$ cat config.mk
export PLATFORM = sky130hd
export DESIGN_NAME = program_rom_loader_flat
export DESIGN_NICKNAME = d
export VERILOG_FILES = /design/src/rtl/program_rom_loader_if.sv /design/src/rtl/program_rom_loader.sv /design/src/flat_wrapper.sv
export SDC_FILE = /design/constraint.sdc
export NUM_CORES = 1
export LEC_CHECK = 0
export BUFFER_PORTS_ARGS = -buffer_cell sky130_fd_sc_hd__buf_2
export CAP_MARGIN = 0
export CORE_AREA = 10 10 137 139
export DETAILED_ROUTE_END_ITERATION = 8
export DIE_AREA = 0 0 147 149
export PLACE_DENSITY = 0.55
export SETUP_SLACK_MARGIN = 0.4
export SLEW_MARGIN = 20
export SYNTH_ARGS = -nofsm -noshare
export SYNTH_HDL_FRONTEND = slang
export SYNTH_SLANG_ARGS = --single-unit
$ cat constraint.sdc
create_clock -name clk -period 2.4 [get_ports clk]
set_input_delay 0.48 -clock clk [delete_from_list [all_inputs] [get_ports clk]]
set_output_delay 0.48 -clock clk [all_outputs]
set_load 0.01 [all_outputs]
$ cat src/rtl/program_rom_loader_if.sv
// Fetch and nibble-load signals between the host/PC side (master) and the instruction ROM (slave).
interface program_rom_loader_if #(
    parameter int unsigned AW = 4,
    parameter int unsigned DW = 8
);
    localparam int unsigned NW = DW / 2;

    logic [AW-1:0] addr;
    logic [DW-1:0] instr;
    logic          instr_valid;
    logic          ld_start;
    logic          ld_valid;
    logic [NW-1:0] ld_nibble;
    logic          ld_ready;
    logic          ld_busy;
    logic          ld_done;

    modport master (
        output addr, ld_start, ld_valid, ld_nibble,
        input  instr, instr_valid, ld_ready, ld_busy, ld_done
    );

    modport slave (
        input  addr, ld_start, ld_valid, ld_nibble,
        output instr, instr_valid, ld_ready, ld_busy, ld_done
    );
endinterface

$ cat src/rtl/program_rom_loader.sv
// Instruction memory with one-cycle registered fetch and a nibble-serial loader
// that rewrites every word from a 4-bit valid/ready host stream.
module program_rom_loader #(
    parameter int unsigned AW = 4,
    parameter int unsigned DW = 8
) (
    input  logic                 clk,
    input  logic                 rst,
    program_rom_loader_if.slave  bus
);
    localparam int unsigned DEPTH = 1 << AW;
    localparam int unsigned NW    = DW / 2;
    localparam logic [AW-1:0] LAST = AW'(DEPTH - 1);

    typedef enum logic [1:0] {
        S_IDLE = 2'd0,
        S_LO   = 2'd1,
        S_HI   = 2'd2,
        S_DONE = 2'd3
    } state_t;

    state_t        state;
    logic [AW-1:0] wptr;
    logic [NW-1:0] hold;
    logic [DW-1:0] mem [DEPTH];
    logic [DW-1:0] instr_q;
    logic          instr_valid_q;
    logic          ld_ready_q;
    logic          ld_busy_q;
    logic          ld_done_q;
    logic          beat_c;
    logic          wr_en_c;

    // ld_ready_q is high exactly in LO/HI, so a beat needs no input-side decode of state.
    assign beat_c  = bus.ld_valid & ld_ready_q;
    assign wr_en_c = beat_c & (state == S_HI);

    // Loader FSM; status outputs are registered from the state being entered.
    always_ff @(posedge clk or negedge rst) begin
        if (!rst) begin
            state      <= S_IDLE;
            wptr       <= '0;
            hold       <= '0;
            ld_ready_q <= 1'b0;
            ld_busy_q  <= 1'b0;
            ld_done_q  <= 1'b0;
        end else begin
            ld_done_q <= 1'b0;
            case (state)
                S_IDLE: begin
                    if (bus.ld_start) begin
                        wptr       <= '0;
                        state      <= S_LO;
                        ld_ready_q <= 1'b1;
                        ld_busy_q  <= 1'b1;
                    end
                end
                S_LO: begin
                    if (beat_c) begin
                        hold  <= bus.ld_nibble;
                        state <= S_HI;
                    end
                end
                S_HI: begin
                    if (beat_c) begin
                        if (wptr == LAST) begin
                            state      <= S_DONE;
                            ld_ready_q <= 1'b0;
                            ld_busy_q  <= 1'b0;
                            ld_done_q  <= 1'b1;
                        end else begin
                            wptr  <= wptr + AW'(1);
                            state <= S_LO;
                        end
                    end
                end
                S_DONE: begin
                    state <= S_IDLE;
                end
                default: begin
                    state      <= S_IDLE;
                    ld_ready_q <= 1'b0;
                    ld_busy_q  <= 1'b0;
                end
            endcase
        end
    end

    // Storage array; reset clears it so an aborted load leaves no partial image.
    always_ff @(posedge clk or negedge rst) begin
        if (!rst) begin
            for (int i = 0; i < int'(DEPTH); i++) begin
                mem[i] <= '0;
            end
        end else if (wr_en_c) begin
            mem[wptr] <= {bus.ld_nibble, hold};
        end
    end

    // Fetch port: frozen while loading, so the decoder never sees a half-written image.
    always_ff @(posedge clk or negedge rst) begin
        if (!rst) begin
            instr_q       <= '0;
            instr_valid_q <= 1'b0;
        end else if (!ld_busy_q) begin
            instr_q       <= mem[bus.addr];
            instr_valid_q <= 1'b1;
        end else begin
            instr_valid_q <= 1'b0;
        end
    end

    assign bus.instr       = instr_q;
    assign bus.instr_valid = instr_valid_q;
    assign bus.ld_ready    = ld_ready_q;
    assign bus.ld_busy     = ld_busy_q;
    assign bus.ld_done     = ld_done_q;

endmodule

$ cat src/flat_wrapper.sv
// flat-port wrapper written by rule: the top's interface ports become plain ports
module program_rom_loader_flat 
#(
    parameter int unsigned AW = 4,
    parameter int unsigned DW = 8
)
  (clk, rst, bus_addr, bus_ld_start, bus_ld_valid, bus_ld_nibble, bus_instr, bus_instr_valid, bus_ld_ready, bus_ld_busy, bus_ld_done);
  program_rom_loader_if #(.AW(AW), .DW(DW)) bus_i ();
  input  logic clk;
  input  logic rst;
  input wire logic [$bits(bus_i.addr)-1:0] bus_addr;
  input wire logic [$bits(bus_i.ld_start)-1:0] bus_ld_start;
  input wire logic [$bits(bus_i.ld_valid)-1:0] bus_ld_valid;
  input wire logic [$bits(bus_i.ld_nibble)-1:0] bus_ld_nibble;
  output wire logic [$bits(bus_i.instr)-1:0] bus_instr;
  output wire logic [$bits(bus_i.instr_valid)-1:0] bus_instr_valid;
  output wire logic [$bits(bus_i.ld_ready)-1:0] bus_ld_ready;
  output wire logic [$bits(bus_i.ld_busy)-1:0] bus_ld_busy;
  output wire logic [$bits(bus_i.ld_done)-1:0] bus_ld_done;
  assign bus_i.addr = bus_addr;
  assign bus_i.ld_start = bus_ld_start;
  assign bus_i.ld_valid = bus_ld_valid;
  assign bus_i.ld_nibble = bus_ld_nibble;
  assign bus_instr = bus_i.instr;
  assign bus_instr_valid = bus_i.instr_valid;
  assign bus_ld_ready = bus_i.ld_ready;
  assign bus_ld_busy = bus_i.ld_busy;
  assign bus_ld_done = bus_i.ld_done;
  program_rom_loader #(.AW(AW), .DW(DW)) u_core (.clk(clk), .rst(rst), .bus(bus_i));
endmodule
==> flow_metrics.env, run 1 <==
export IMPL_status="finished clean"
export IMPL_fin_util_pct=48.6
export IMPL_vias=3819
export IMPL_cts_sinks=149
export IMPL_power_density_mw_per_mm2=913
export IMPL_root_buffer="clkbuf_16"
export IMPL_synthTopCellsByArea="dfrtp_1, mux2_2, mux4_2, mux2_4, mux2i_1"
export IMPL_hp_class="primary input to async pin"
export IMPL_max_slew_margin_pct=57.6
export IMPL_cts_setup_buffers=0
export IMPL_rows=47
export IMPL_crit_type="register to register"
export IMPL_clockPowerShare_pct=43.5
export IMPL_max_freq_mhz=521
export IMPL_finClkSkew_ps=6.65
export IMPL_p_seq_share_pct=44.8
export IMPL_syn_inst=437
export IMPL_area_growth_pct=15.5
export IMPL_synthesis_nets=453
export IMPL_clk_pin_slew_worst_paths_ps=60
export IMPL_crit_path_start_kind="register"
export IMPL_die_y_um=149
export IMPL_cts_inserted_buffers=17
export IMPL_cap_violations=0
export IMPL_design_area_sq_mm=0.00786
export IMPL_setup_viol=0
export IMPL_end_kind="register"
export IMPL_synth_avg_cell_area_sq_um=15.6
export IMPL_die_area_sq_mm=0.0219
export IMPL_crit_path_max_fanout=9
export IMPL_crit_arrival_ps=2220
export IMPL_grt_max_degree=65
export IMPL_cts_buffer_depth=2
export IMPL_fin_total_pwr_uw=7170
export IMPL_final_nets=476
export IMPL_drive_above_1_share_pct=52.4
export IMPL_worstMarginPinSlew_ps=637
export IMPL_htreeDepth=4
export IMPL_drt_iter0_markers=181
export IMPL_cts_tree="built"
export IMPL_via_per_inst=5.51
export IMPL_ys_seq_area_share_pct=54.8
export IMPL_final_common_cell="dfrtp_1"
export IMPL_slew_viol_final=0
export IMPL_whs_ps=40.2
export IMPL_antenna_cells=0
export IMPL_synth_top_area_cell="dfrtp_1"
export IMPL_fin_crit_ps=1920
export IMPL_clock_latency_ps=420
export IMPL_yosys_cell_types_count=35
export IMPL_fin_setup_tns_ps=0
export IMPL_first_global_vias=4225
export IMPL_die_x_um=147
export IMPL_initial_core_util_pct=42.0
export IMPL_final_antenna_net_count=0
export IMPL_critPathMaxStageDelay_ps=490
export IMPL_p_sw_uw=1810
export IMPL_hpwl_um=10100
export IMPL_timing_rr_end="u_core.mem[22]"
export IMPL_postPlaceCellArea_sq_mm=0.00716
export IMPL_netlist_area_leader_share_pct=54.8
export IMPL_io_buffers=23
export IMPL_final_cell_mix="dfrtp_1, mux2_2, mux4_2, buf_2, clkbuf_16"
export IMPL_multiInputGateArea_sq_mm=0.00289
export IMPL_drt_pre_antenna_iters=5
export IMPL_grt_antenna_before_repair=0
export IMPL_fillCellCount=1382
export IMPL_internal_power_uw=5370
export IMPL_required_ps=2710
export IMPL_finalCritPeriodShare_pct=79.9
export IMPL_ys_warn_count=0
export IMPL_crit_path_top_delay_cell="dfrtp_1"
export IMPL_post_drt_wl_per_cell_um=22.9
export IMPL_path_cells="and4b_2, and2_1, nand3_4, mux2_1"
export IMPL_num_io_pins=24
export IMPL_grt_ovfl_total=0
export IMPL_hold_viol=0
export IMPL_grt_use_total_pct=15.3
export IMPL_synth_area_sq_mm=0.00680
export IMPL_r2r_start="u_core.state[0]"
export IMPL_power_switching_share_pct=25.2
export IMPL_core_area_sq_mm=0.0162
export IMPL_regArea_sq_mm=0.00373
export IMPL_grt_pass1_wl_um=25300
export IMPL_pwr_share_comb_pct=11.7
export IMPL_drc=0
export IMPL_gp_congestion=0.793
export IMPL_ir_worst_vdd_mv=0.478
export IMPL_worst_r2r_path_depth=4
export IMPL_p_leak_uw=0.00383
export IMPL_yosys_register_bits=149
export IMPL_rsz0062_at_grt="yes"
export IMPL_drt_wl_total_um=15800
export IMPL_r2r_slack_ps=480
through the flow:
stage / worst slack (ps) / cells
floorplan: 536 / 437
global placement: 252 / 661
detailed placement: 248 / 661
CTS: 431 / 693
global route: 397 / 693
finish: 482 / 693
layer usage:
| metal | track usage [%] | up-vias | wire length, um |
|---|---|---|---|
| met2 | 25.1 | 84 | 7840 |
| met1 | 19.4 | 2041 | 7330 |
| met3 | 3.43 | 16 | 467 |
| li1 | - | 1678 | - |
| met5 | 0 | - | 0 |
| met4 | 5.75 | 0 | 206 |
registers in the layout (all words and copies together), names as in the netlist:
signal,count
u_core.bus.ld_ready,1
u_core.state,2
u_core.bus.instr_valid,1
u_core.bus.ld_done,1
u_core.wptr,4
u_core.mem,128
u_core.hold,4
u_core.bus.instr,8
final cells by class:
cell class	count	share of cell area, %
clock buffers	18	5.59
well taps	220	3.50
inverters	4	0.191
repair buffers	35	3.17
clock inverters	14	3.25
flip-flops and latches	149	47.5
multi-input cells	253	36.8
power by group through the flow:
stage | Sequential, uW | Combinational [uW] | Clock, uW
floorplan | 3060 | 673 | 0
global placement | 3230 | 832 | 0
detailed placement | 3240 | 854 | 0
CTS | 3210 | 860 | 3160
global route | 3270 | 926 | 3280
finish | 3210 | 842 | 3120
synth_stat cells:
cell	n
buf_4	7
o21ai_0	3
mux4_2	32
clkbuf_1	13
and4b_1	1
ha_1	4
inv_1	3
nor2b_1	2
buf_2	8
buf_6	2
clkinv_1	1
and3_1	2
nor3_4	1
nor2_2	1
nand2b_1	2
mux2_1	1
nand2_2	9
a21o_1	9
buf_1	1
mux2_4	8
nand3_4	3
or2_2	1
dfrtp_1	149
and2_1	3
nand2_1	4
nand3_1	7
o221ai_1	8
mux2i_1	8
nor2_1	5
mux2_2	123
o311a_1	1
a21oi_1	11
a311oi_1	1
nand4_1	2
a221oi_1	1
logic make-up after synthesis:
kind of cell	after synthesis	share of synthesized area [%]
simple gates	43	4.20
fa+ha+maj	4	0.736
compound gates	34	3.46
mux	172	34.1
flops	149	54.8
buf+inv	35	2.69
repair_timing:
item	4_1_cts	5_1_grt
gates resized for setup	0	3
hold buffers	0	0
setup endpoints to repair	0	91
worst max-delay path by stage:
stage / from / endpoint / slack, ps / cells after the start
2_1_floorplan: bus_addr[1] / u_core.bus.instr[5] / 540 / 6
3_3_place_gp: bus_addr[2] / u_core.bus.instr[7] / 250 / 7
3_5_place_dp: bus_addr[2] / u_core.bus.instr[7] / 250 / 7
4_1_cts: u_core.state[0] / u_core.mem[43] / 430 / 4
5_1_grt: u_core.state[0] / u_core.mem[117] / 400 / 4
6_report: u_core.state[0] / u_core.mem[22] / 480 / 4
critical path: cells and delay by family (launching register included):
| family | cells | cell delay, ps |
|---|---|---|
| DFF | 1 | 490 |
| and+or+nand+nor | 3 | 930 |
| muxes | 1 | 380 |
(Power assumes the default switching activity.)
==> run 2: changes to the inputs <==
- ABC_AREA: unset -> 1
- CORE_AREA: 10 10 137 139 -> 10 10 139 141
- DIE_AREA: 0 0 147 149 -> 0 0 149 151
- PLACE_DENSITY: 0.55 -> 0.57
- clock period: 2.4 -> 1.7 ns (I/O delays scaled with it)
==> run 2 against run 1 <==
  * Flip-flop and latch count unchanged
  * Setup slack worse by 320 ps
  * Synthesized area up 2.4%
  * Synthesized cell count up 89%
  * Via count up 65%
  * Count of clock-buffer cells in the layout up 11
  * Worst hold slack better by 260 ps
  * Final area up 18%
  * Non-clock buffer count up 70
  * Sequential power up 36%
  * Clock skew up 4.4 ps
  * Combinational power rose to 3.6 times the previous value
  * Critical endpoint is now u_core.mem[103]
  * Largest power group unchanged
==> flow_metrics.env, run 2 <==
export IMPL_synth_top_family_by_area="simple AND/OR/NAND/NOR gates"
export IMPL_die_y_um=151
export IMPL_crit_arrival_ps=1840
export IMPL_drt_wl_total_um=22500
export IMPL_pwr_share_comb_pct=27.3
export IMPL_status="finished clean"
export IMPL_yosys_area_share_xor_xnor_pct=0.251
export IMPL_end_kind="register"
export IMPL_fin_util_pct=56.5
export IMPL_internal_power_uw=7550
export IMPL_fin_total_pwr_uw=11000
export IMPL_max_slew_margin_pct=77.7
export IMPL_clock_latency_ps=430
export IMPL_synthMuxAreaShare_pct=0
export IMPL_antenna_cells=0
export IMPL_crit_type="register to register"
export IMPL_die_area_sq_mm=0.0225
export IMPL_cts_buffer_depth=2
export IMPL_drc=0
export IMPL_synthAdderAreaFrac_pct=0.719
export IMPL_core_area_sq_mm=0.0165
export IMPL_htreeDepth=4
export IMPL_grt_ovfl_total=0
export IMPL_area_growth_pct=33.6
export IMPL_ys_seq_area_share_pct=53.5
export IMPL_rsz0062_at_grt="yes"
export IMPL_cap_violations=0
export IMPL_syn_inst=827
export IMPL_p_sw_uw=3460
export IMPL_num_io_pins=24
export IMPL_synth_edff_count=0
export IMPL_ir_worst_vdd_mv=0.646
export IMPL_drive_above_1_share_pct=30.4
export IMPL_cts_inserted_buffers=17
export IMPL_root_buffer="clkbuf_16"
export IMPL_hold_viol=0
export IMPL_worstMarginPinSlew_ps=334
export IMPL_p_leak_uw=0.00416
export IMPL_power_density_mw_per_mm2=1180
export IMPL_grt_pass1_wl_um=33900
export IMPL_crit_path_start_kind="register"
export IMPL_hpwl_um=12300
export IMPL_whs_ps=299
export IMPL_hp_class="primary input to register"
export IMPL_netlist_area_leader_share_pct=53.5
export IMPL_gp_congestion=0.847
export IMPL_path_cells="inv_2, nand2_4, nor2_4, buf_6, buf_12, nand4_1, buf_6, buf_12, nand2_1, o21ai_0"
export IMPL_final_common_cell="nand2_1"
export IMPL_fin_setup_tns_ps=0
export IMPL_largest_reg_flops=128
export IMPL_setup_viol=0
export IMPL_synthTopCellsByArea="dfrtp_1, nand2_1, o21ai_0, nand3_1, o21ai_1"
export IMPL_drt_pre_antenna_iters=5
export IMPL_required_ps=2000
export IMPL_r2r_slack_ps=160
export IMPL_die_x_um=149
export IMPL_rows=47
export IMPL_cp_top_family="buffers and inverters"
export IMPL_final_nets=924
export IMPL_grt_use_total_pct=19.5
export IMPL_crit_path_top_delay_cell="dfrtp_1"
export IMPL_vias=6285
export IMPL_clk_pin_slew_worst_paths_ps=60
export IMPL_clockPowerShare_pct=33.1
export IMPL_initial_core_util_pct=42.3
export IMPL_finalCritPeriodShare_pct=90.7
export IMPL_yosys_top_cells_count="nand2_1, dfrtp_1, o21ai_0, nand3_1, clkbuf_1"
export IMPL_crit_path_max_fanout=8
export IMPL_io_buffers=23
export IMPL_synth_top_area_cell="dfrtp_1"
export IMPL_top_register="u_core.mem"
export IMPL_post_drt_wl_per_cell_um=19.7
export IMPL_via_per_inst=5.51
export IMPL_yosys_cell_types_count=27
export IMPL_fillCellCount=1453
export IMPL_final_antenna_net_count=0
export IMPL_yosysMostFrequentCell="nand2_1"
export IMPL_cts_tree="built"
export IMPL_finClkSkew_ps=11.0
export IMPL_synth_area_sq_mm=0.00697
export IMPL_power_switching_share_pct=31.4
export IMPL_cts_sinks=149
export IMPL_synth_compound_area_share_pct=10.5
export IMPL_synth_simple_area_share_pct=29.4
export IMPL_grt_max_degree=65
export IMPL_synth_avg_cell_area_sq_um=8.42
export IMPL_slew_viol_final=0
export IMPL_ys_flop_type="dfrtp_1"
export IMPL_final_cell_mix="nand2_1, dfrtp_1, nand3_1, o21ai_1, nand2_2"
export IMPL_yosys_register_bits=149
export IMPL_path_buf_inv=5
export IMPL_critPathMaxStageDelay_ps=390
export IMPL_p_seq_share_pct=39.6
export IMPL_synthArstFlopShare_pct=100
export IMPL_drt_iter0_markers=632
export IMPL_fin_crit_ps=1540
export IMPL_max_freq_mhz=649
export IMPL_first_global_vias=5938
export IMPL_ys_warn_count=0
export IMPL_synthesis_nets=843
export IMPL_grt_antenna_before_repair=0
[run 2: changes by cell type after synthesis, sizes merged, moves of 4 or more]
cell    change
nand3      +96
mux4       -32
nand2     +321
mux2i       -8
buf         +8
nand4       +9
inv        +17
clkbuf     +13
o21ai     +134
mux2      -132
a21oi      -10
nor2        +4
a21o        -9
o221ai      -8
[run 2: repair_timing]
item / in CTS / in global routing
hold endpoints to repair: 21 / 0
buffers inserted: 23 / 20
gates cloned: 10 / 5
pin swaps: 13 / 23
hold buffers: 1 / 0
endpoints found under the setup margin: 144 / 156
resized for setup: 52 / 144
[run 2: layer usage]
metal,vias up,global-route usage [%],part of all wire (%)
met3,40,3.55,7.3
met1,3081,27.0,44
met4,0,7.26,1.8
li1,2903,-,-
met2,261,29.8,47
met5,-,0,0
[run 2: stage by stage]
stage | std cells | setup WS (ps) | area [sq um]
after floorplan | 827 | 300 | 7060
after global placement | 1050 | 171 | 7440
after detailed placement | 1050 | 174 | 7440
after CTS | 1116 | 217 | 8600
after global routing | 1141 | 107 | 9300
final | 1141 | 159 | 9300
[run 2: path summary, 6_finish.rpt]
check                                      from              end  cells past startpoint
worst max register to register  u_core.state[0]  u_core.mem[103]                     10
worst max-delay path            u_core.state[0]  u_core.mem[103]                     10
worst min register to register   u_core.mem[95]   u_core.mem[95]                      2
max in group asynchronous                   rst   u_core.mem[74]                      3
worst min-delay path               bus_ld_valid   u_core.hold[2]                      3
min in group asynchronous                   rst   u_core.mem[53]                      2
[run 2: power groups by stage]
stage | sequential, uW | clock, uW | combinational (uW)
after floorplan | 4330 | 0 | 1230
after global placement | 4350 | 0 | 1920
after detailed placement | 4370 | 0 | 1950
after CTS | 4330 | 3680 | 2510
after global routing | 4400 | 3850 | 3260
final | 4360 | 3650 | 3010
[run 2: final cells by class]
class	instances	area, sq um	area share, %
clock buffer	29	490	5.27
multi-input combinational	614	3450	37.1
tap	220	275	2.96
sequential	149	3730	40.1
inverter	21	101	1.09
timing repair buffer	105	1180	12.7
clock inverter	3	67.6	0.726
[run 2: cells by family (layout without fill, tap and decap cells)]
family / Yosys count / count (layout)
buffers and inverters: 73 / 158
adders and majority gates: 4 / 4
and+or+nand+nor: 461 / 470
AOI/OAI and AO/OA: 138 / 138
DFF: 149 / 149
xor gates and xnor gates: 2 / 2
[run 2: worst reg2reg max path: stages (launching register included)]
cell	delay, ps
dfrtp_1	390
inv_2	80
nand2_4	60
nor2_4	110
buf_6	110
buf_12	120
nand4_1	100
buf_6	160
buf_12	140
nand2_1	50
o21ai_0	70
